===== config.mk =====
export PLATFORM = sky130hd
export DESIGN_NAME = fwd_hazard_ctrl_flat
export DESIGN_NICKNAME = d
export VERILOG_FILES = /design/src/rtl/riscv_pkg.sv /design/src/rtl/fwd_hazard_ctrl_if.sv /design/src/rtl/fwd_sel_calc.sv /design/src/rtl/fwd_hazard_ctrl.sv /design/src/flat_wrapper.sv
export SDC_FILE = /design/constraint.sdc
export NUM_CORES = 1
export LEC_CHECK = 0
export ABC_AREA = 0
export CAP_MARGIN = 15
export CELL_PAD_IN_SITES_DETAIL_PLACEMENT = 1
export CELL_PAD_IN_SITES_GLOBAL_PLACEMENT = 2
export CORE_ASPECT_RATIO = 0.75
export CORE_MARGIN = 2
export CORE_UTILIZATION = 33
export DETAILED_ROUTE_END_ITERATION = 10
export GPL_TIMING_DRIVEN = 1
export MAX_ROUTING_LAYER = met4
export PLACE_DENSITY_LB_ADDON = 0.1
export SYNTH_ARGS = -nofsm -noshare
export SYNTH_HDL_FRONTEND = slang
export SYNTH_SLANG_ARGS = --single-unit
export TNS_END_PERCENT = 50

===== constraint.sdc =====
create_clock -name clk -period 4.7 [get_ports clk]
set_clock_uncertainty 0.15 [all_clocks]
set_input_delay 0.47 -clock clk [delete_from_list [all_inputs] [get_ports clk]]
set_output_delay 0.47 -clock clk [all_outputs]
set_load 0.02 [all_outputs]

===== src/rtl/riscv_pkg.sv =====
// Shared definitions for the operand-forwarding controller: select codes and tracker entry.
package riscv_pkg;

   localparam int unsigned REG_W = 5;
   localparam int unsigned SEL_W = 3;

   typedef logic [SEL_W-1:0] sel_t;

   localparam sel_t SEL_RF  = 3'd0;
   localparam sel_t SEL_EX  = 3'd1;
   localparam sel_t SEL_MEM = 3'd2;
   localparam sel_t SEL_WB  = 3'd3;
   localparam sel_t SEL_ALT = 3'd4;

   typedef struct packed {
      logic             v;
      logic [REG_W-1:0] rd;
      logic             we;
      logic             ld;
   } trk_entry_t;

   // x0 is never a producer, so a write to it can never be forwarded.
   function automatic logic trk_hit(trk_entry_t e, logic [REG_W-1:0] rs);
      return e.v & e.we & (e.rd != '0) & (e.rd == rs);
   endfunction

endpackage


===== src/rtl/fwd_hazard_ctrl_if.sv =====
// Decode-side bundle of the forwarding controller: instruction fields in, selects/stall out.
interface fwd_hazard_ctrl_if;
   import riscv_pkg::*;

   logic             id_valid;
   logic [REG_W-1:0] id_rs1;
   logic [REG_W-1:0] id_rs2;
   logic [REG_W-1:0] id_rd;
   logic             id_reg_we;
   logic             id_is_load;
   logic             id_a_pc;
   logic             id_b_imm;
   logic             mem_stall;
   logic             flush;
   sel_t             a_sel;
   sel_t             b_sel;
   logic             stall;
   logic             ex_bubble;

   modport master (
      output id_valid, id_rs1, id_rs2, id_rd, id_reg_we, id_is_load,
      output id_a_pc, id_b_imm, mem_stall, flush,
      input  a_sel, b_sel, stall, ex_bubble
   );

   modport slave (
      input  id_valid, id_rs1, id_rs2, id_rd, id_reg_we, id_is_load,
      input  id_a_pc, id_b_imm, mem_stall, flush,
      output a_sel, b_sel, stall, ex_bubble
   );

endinterface


===== src/rtl/fwd_sel_calc.sv =====
// One operand's forwarding select: youngest matching producer wins, alt source overrides all.
module fwd_sel_calc
   import riscv_pkg::*;
(
   input  logic [REG_W-1:0] rs,
   input  logic             alt,
   input  trk_entry_t       ex,
   input  trk_entry_t       mem,
   input  trk_entry_t       wb,
   output sel_t             sel,
   output logic             ex_load_hit
);

   logic hit_ex, hit_mem, hit_wb;

   always_comb begin
      hit_ex  = trk_hit(ex, rs);
      hit_mem = trk_hit(mem, rs);
      hit_wb  = trk_hit(wb, rs);

      sel = SEL_RF;
      if (alt) begin
         sel = SEL_ALT;
      end else if (hit_ex) begin
         sel = SEL_EX;
      end else if (hit_mem) begin
         sel = SEL_MEM;
      end else if (hit_wb) begin
         sel = SEL_WB;
      end

      // An operand replaced by PC/immediate never waits on the load.
      ex_load_hit = !alt & hit_ex & ex.ld;
   end

endmodule


===== src/rtl/fwd_hazard_ctrl.sv =====
// Operand-select controller: tracks EX/MEM/WB destinations, drives ALU mux selects, load-use stall.
module fwd_hazard_ctrl
   import riscv_pkg::*;
#(
   parameter int unsigned NUM_STAGES = 3,
   parameter int unsigned REG_W      = riscv_pkg::REG_W
) (
   input logic              clk,
   input logic              rst_n,
   fwd_hazard_ctrl_if.slave bus
);

   if (NUM_STAGES != 3) begin : g_bad_stages
      $error("fwd_hazard_ctrl supports exactly three tracked stages");
   end
   if (REG_W != riscv_pkg::REG_W) begin : g_bad_regw
      $error("fwd_hazard_ctrl REG_W must match riscv_pkg::REG_W");
   end

   trk_entry_t ex_q, mem_q, wb_q;
   trk_entry_t ex_d;
   logic       a_ld_hit, b_ld_hit;
   logic       load_use;
   sel_t       a_sel_raw, b_sel_raw;

   fwd_sel_calc u_sel_a (
      .rs          (bus.id_rs1),
      .alt         (bus.id_a_pc),
      .ex          (ex_q),
      .mem         (mem_q),
      .wb          (wb_q),
      .sel         (a_sel_raw),
      .ex_load_hit (a_ld_hit)
   );

   fwd_sel_calc u_sel_b (
      .rs          (bus.id_rs2),
      .alt         (bus.id_b_imm),
      .ex          (ex_q),
      .mem         (mem_q),
      .wb          (wb_q),
      .sel         (b_sel_raw),
      .ex_load_hit (b_ld_hit)
   );

   // Flush kills the decode slot, so a pending load-use no longer matters.
   always_comb begin
      load_use = bus.id_valid & (a_ld_hit | b_ld_hit) & !bus.flush;
   end

   always_comb begin
      ex_d    = '0;
      ex_d.v  = bus.id_valid & !load_use & !bus.flush;
      ex_d.rd = bus.id_rd;
      ex_d.we = bus.id_reg_we;
      ex_d.ld = bus.id_is_load;
   end

   always_ff @(posedge clk or negedge rst_n) begin
      if (!rst_n) begin
         ex_q  <= '0;
         mem_q <= '0;
         wb_q  <= '0;
      end else if (!bus.mem_stall) begin
         wb_q  <= mem_q;
         mem_q <= ex_q;
         ex_q  <= ex_d;
      end
   end

   // Outputs stay quiet while reset is held, independent of decode inputs.
   always_comb begin
      bus.a_sel     = SEL_RF;
      bus.b_sel     = SEL_RF;
      bus.stall     = 1'b0;
      bus.ex_bubble = 1'b0;
      if (rst_n) begin
         bus.a_sel = a_sel_raw;
         bus.b_sel = b_sel_raw;
         if (bus.mem_stall) begin
            bus.stall = 1'b1;
         end else begin
            bus.stall     = load_use;
            bus.ex_bubble = load_use;
         end
      end
   end

endmodule


===== src/flat_wrapper.sv =====
// flat-port wrapper written by rule: the top's interface ports become plain ports
module fwd_hazard_ctrl_flat import riscv_pkg::*;
#(
   parameter int unsigned NUM_STAGES = 3,
   parameter int unsigned REG_W      = riscv_pkg::REG_W
)
  (clk, rst_n, bus_id_valid, bus_id_rs1, bus_id_rs2, bus_id_rd, bus_id_reg_we, bus_id_is_load, bus_id_a_pc, bus_id_b_imm, bus_mem_stall, bus_flush, bus_a_sel, bus_b_sel, bus_stall, bus_ex_bubble);
  fwd_hazard_ctrl_if bus_i ();
  input logic clk;
  input logic rst_n;
  input wire logic [$bits(bus_i.id_valid)-1:0] bus_id_valid;
  input wire logic [$bits(bus_i.id_rs1)-1:0] bus_id_rs1;
  input wire logic [$bits(bus_i.id_rs2)-1:0] bus_id_rs2;
  input wire logic [$bits(bus_i.id_rd)-1:0] bus_id_rd;
  input wire logic [$bits(bus_i.id_reg_we)-1:0] bus_id_reg_we;
  input wire logic [$bits(bus_i.id_is_load)-1:0] bus_id_is_load;
  input wire logic [$bits(bus_i.id_a_pc)-1:0] bus_id_a_pc;
  input wire logic [$bits(bus_i.id_b_imm)-1:0] bus_id_b_imm;
  input wire logic [$bits(bus_i.mem_stall)-1:0] bus_mem_stall;
  input wire logic [$bits(bus_i.flush)-1:0] bus_flush;
  output wire logic [$bits(bus_i.a_sel)-1:0] bus_a_sel;
  output wire logic [$bits(bus_i.b_sel)-1:0] bus_b_sel;
  output wire logic [$bits(bus_i.stall)-1:0] bus_stall;
  output wire logic [$bits(bus_i.ex_bubble)-1:0] bus_ex_bubble;
  assign bus_i.id_valid = bus_id_valid;
  assign bus_i.id_rs1 = bus_id_rs1;
  assign bus_i.id_rs2 = bus_id_rs2;
  assign bus_i.id_rd = bus_id_rd;
  assign bus_i.id_reg_we = bus_id_reg_we;
  assign bus_i.id_is_load = bus_id_is_load;
  assign bus_i.id_a_pc = bus_id_a_pc;
  assign bus_i.id_b_imm = bus_id_b_imm;
  assign bus_i.mem_stall = bus_mem_stall;
  assign bus_i.flush = bus_flush;
  assign bus_a_sel = bus_i.a_sel;
  assign bus_b_sel = bus_i.b_sel;
  assign bus_stall = bus_i.stall;
  assign bus_ex_bubble = bus_i.ex_bubble;
  fwd_hazard_ctrl #(.NUM_STAGES(NUM_STAGES), .REG_W(REG_W)) u_core (.clk(clk), .rst_n(rst_n), .bus(bus_i));
endmodule

==> out/qor.csv <==
metric;value;unit
chip height;59.01;um
Least-Margin Pin Slew;0.4603;ns
critical path endpoint;bus_ex_bubble;
top cell type's share of synthesized area;0.4135;
combinational power share;0.230;
routed wl met3;198;um
Power, Total;0.5625;mW
TritonCTS sink count;22;
Ant. Diodes;0;
Num CTS Buffers;3;
Die W;77.34;um
Setup violations, final;0;
mapped cell area;0.001331;mm^2
Clk network pwr share;0.317;
ys async rst share;1.000;
CP Launch Type;input pin;
WP data required;4.08;ns
Hold WC Path Type;in2async;
Sw Ratio;0.2777;
Commonest cells post-synth;dfrtp_1 (22), mux2_2 (21), xnor2_1 (18);
DR WL/cell;16.31;um
Final Hold Fails;0;
met2 WL;1.539;mm
Final HPWL DP;2.677;mm
Root Buffer;clkbuf_8;
layout cell share with drive strength beyond 1;0.1948;
max cap viols;0;
reg2reg end;u_core.ex_q[7]$_DFFE_PN0N_;
vias;987;
crit path from;bus_id_rs1[4];
CTS H-tree lvls;1;
crit-path max FO;3;
routability cong.;0.8696;
CTS tree;yes;
vias in the first global route;1047;
area added between synthesis and finish;33.74;%
pwr/cell area;315.9;mW/mm^2
sw power;0.1562;mW
Reg clk slew, reported paths;0.08;ns
post-synth cell types;28;
Seq cells post-synth;22;
Core Box Area;0.003756;mm^2
DRC;0;
final instance area;0.001780;mm^2
gr usage total;0.1712;
routed vias/inst;4.791;
initial antenna violation count;0;
Die Area;0.004563;mm^2
TNS Setup;0;ns
period utilisation layout;0.7315;
RR Startpoint;u_core.ex_q[4]$_DFFE_PN0N_;
initial drt markers;40;
Post-DRT Antenna Nets;0;
WL met1;1.608;mm
# hold bufs at CTS;0;
max-slew violations;0;
syn_area_per_cell;11.09;um^2
Synth Flop Type;dfrtp_1;
I/O pins;32;
maximum vdd drop;0.1744;mV
Cells after Synth;120;
R2R cell count;4;
most common cell in the synthesized netlist;dfrtp_1;
synth top area cells;dfrtp_1 (41%), mux2_2 (18%), xnor2_1 (12%);
Mapped Nets;144;
Final Critical Period;3.438;ns
drt total wl;3.360;mm
Pleak;0.6712;nW
initial core utilization;0.3544;
max frequency;0.2908;GHz
# rows;19;
CP endpoint kind;output port;
Rel. slew slack;0.6903;
synth warn;0;
status;completed;
post_cts resized;0;
kind of critical path;in2out;
Sequential Power Share;0.453;
PortBufs;31;
sequential-to-total area share from yosys stat;0.4135;
largest net degree at the start of global routing;26;
Post-CTS Setup Repair Bufs;0;
clk buf depth;2;
R2R setup slack;2.84;ns
clock latency on the worst-skew pair;0.27;ns
global-route wire length before repair;5.699;mm
top sig layer;met4;
final net count;179;
number of synthesized flops with an enable pin;0;
Congestion Overflow GR;0;
cell taking the most area after synthesis;dfrtp_1;
data arrival time of the critical path;2.82;ns
Pint;0.4062;mW
RSZ-0062 raised after global routing;false;
DR pass1 iterations;4;
Layout Utilization;0.4740;
Placed Area;0.001709;mm^2
-- critical path: stages --
cell and delay [ns]:
clkdlybuf4s50_1 0.51, xnor2_1 0.23, nand3_1 0.14, or3_1 0.34
a211oi_2 0.33, and3b_1 0.20, clkdlybuf4s50_1 0.60
-- flip-flops by register name, summed over array words and instances (netlist names) --
register,count
u_core.ex_q,8
u_core.mem_q,7
u_core.wb_q,7
-- final cells by class --
type                    instances  area, um^2
clock buffers                   3       41.29
clock inverters                 1       30.03
fillers                       425        1976
inverters                       1       3.754
multi-input cells              94       764.5
flip-flops and latches         22       550.5
well taps                      52       65.06
repair buffers                 33       325.3
-- layout by cell type (no fill, tap or decap), drive strengths merged, types with 2 or more instances in the layout --
master,count
clkdlybuf4s50,31
dfrtp,22
mux2,21
xnor2,18
xor2,12
nand2,5
nand3,5
nor3,4
nor4,4
nor2,4
nand2b,3
clkbuf,3
or4,2
a21oi,2
or3,2
and2,2
buf,2
o211ai,2
-- per-layer routing --
layer | vias up | GRT usage
li1 | 491 | -
met5 | - | -
met4 | 0 | 0.02296
met1 | 463 | 0.2265
met2 | 31 | 0.2795
met3 | 2 | 0.03963
-- per-stage QoR --
step           hold WS, ns  std cells  setup slack (ns)
2_1_floorplan      0.02441        120             2.322
3_3_place_gp        0.3445        202             1.288
3_5_place_dp        0.3646        202             1.250
4_1_cts             0.3669        206             1.248
5_1_grt             0.3937        206             1.106
6_report            0.3538        206             1.262
-- power groups by stage --
stage	clock network [mW]	logic [mW]	registers (mW)
2_1_floorplan	0	0.0830	0.245
3_3_place_gp	0	0.124	0.258
3_5_place_dp	0	0.129	0.259
4_1_cts	0.182	0.131	0.255
5_1_grt	0.193	0.142	0.260
6_report	0.179	0.129	0.255
-- cell families after synthesis --
logic type / Yosys count / synth area share
simple gates: 36 / 0.1494
compound gates: 7 / 0.04982
mux: 21 / 0.1776
flops: 22 / 0.4135
buf+inv: 4 / 0.01221
xor+xnor: 30 / 0.1974
-- worst min-delay path by stage --
stage	cells past startpoint	startpoint	slack [ns]	to
detailed placement	1	u_core.ex_q[0]$_DFFE_PN0N_	0.36	u_core.ex_q[0]$_DFFE_PN0N_
floorplan	0	rst_n	0.02	u_core.ex_q[0]$_DFFE_PN0N_
finish	1	rst_n	0.35	u_core.wb_q[2]$_DFFE_PN0N_
global placement	1	u_core.ex_q[0]$_DFFE_PN0N_	0.34	u_core.ex_q[0]$_DFFE_PN0N_
global route	1	rst_n	0.39	u_core.wb_q[2]$_DFFE_PN0N_
CTS	1	rst_n	0.37	u_core.wb_q[2]$_DFFE_PN0N_
No activity file was read; power rests on OpenSTA's default activity.
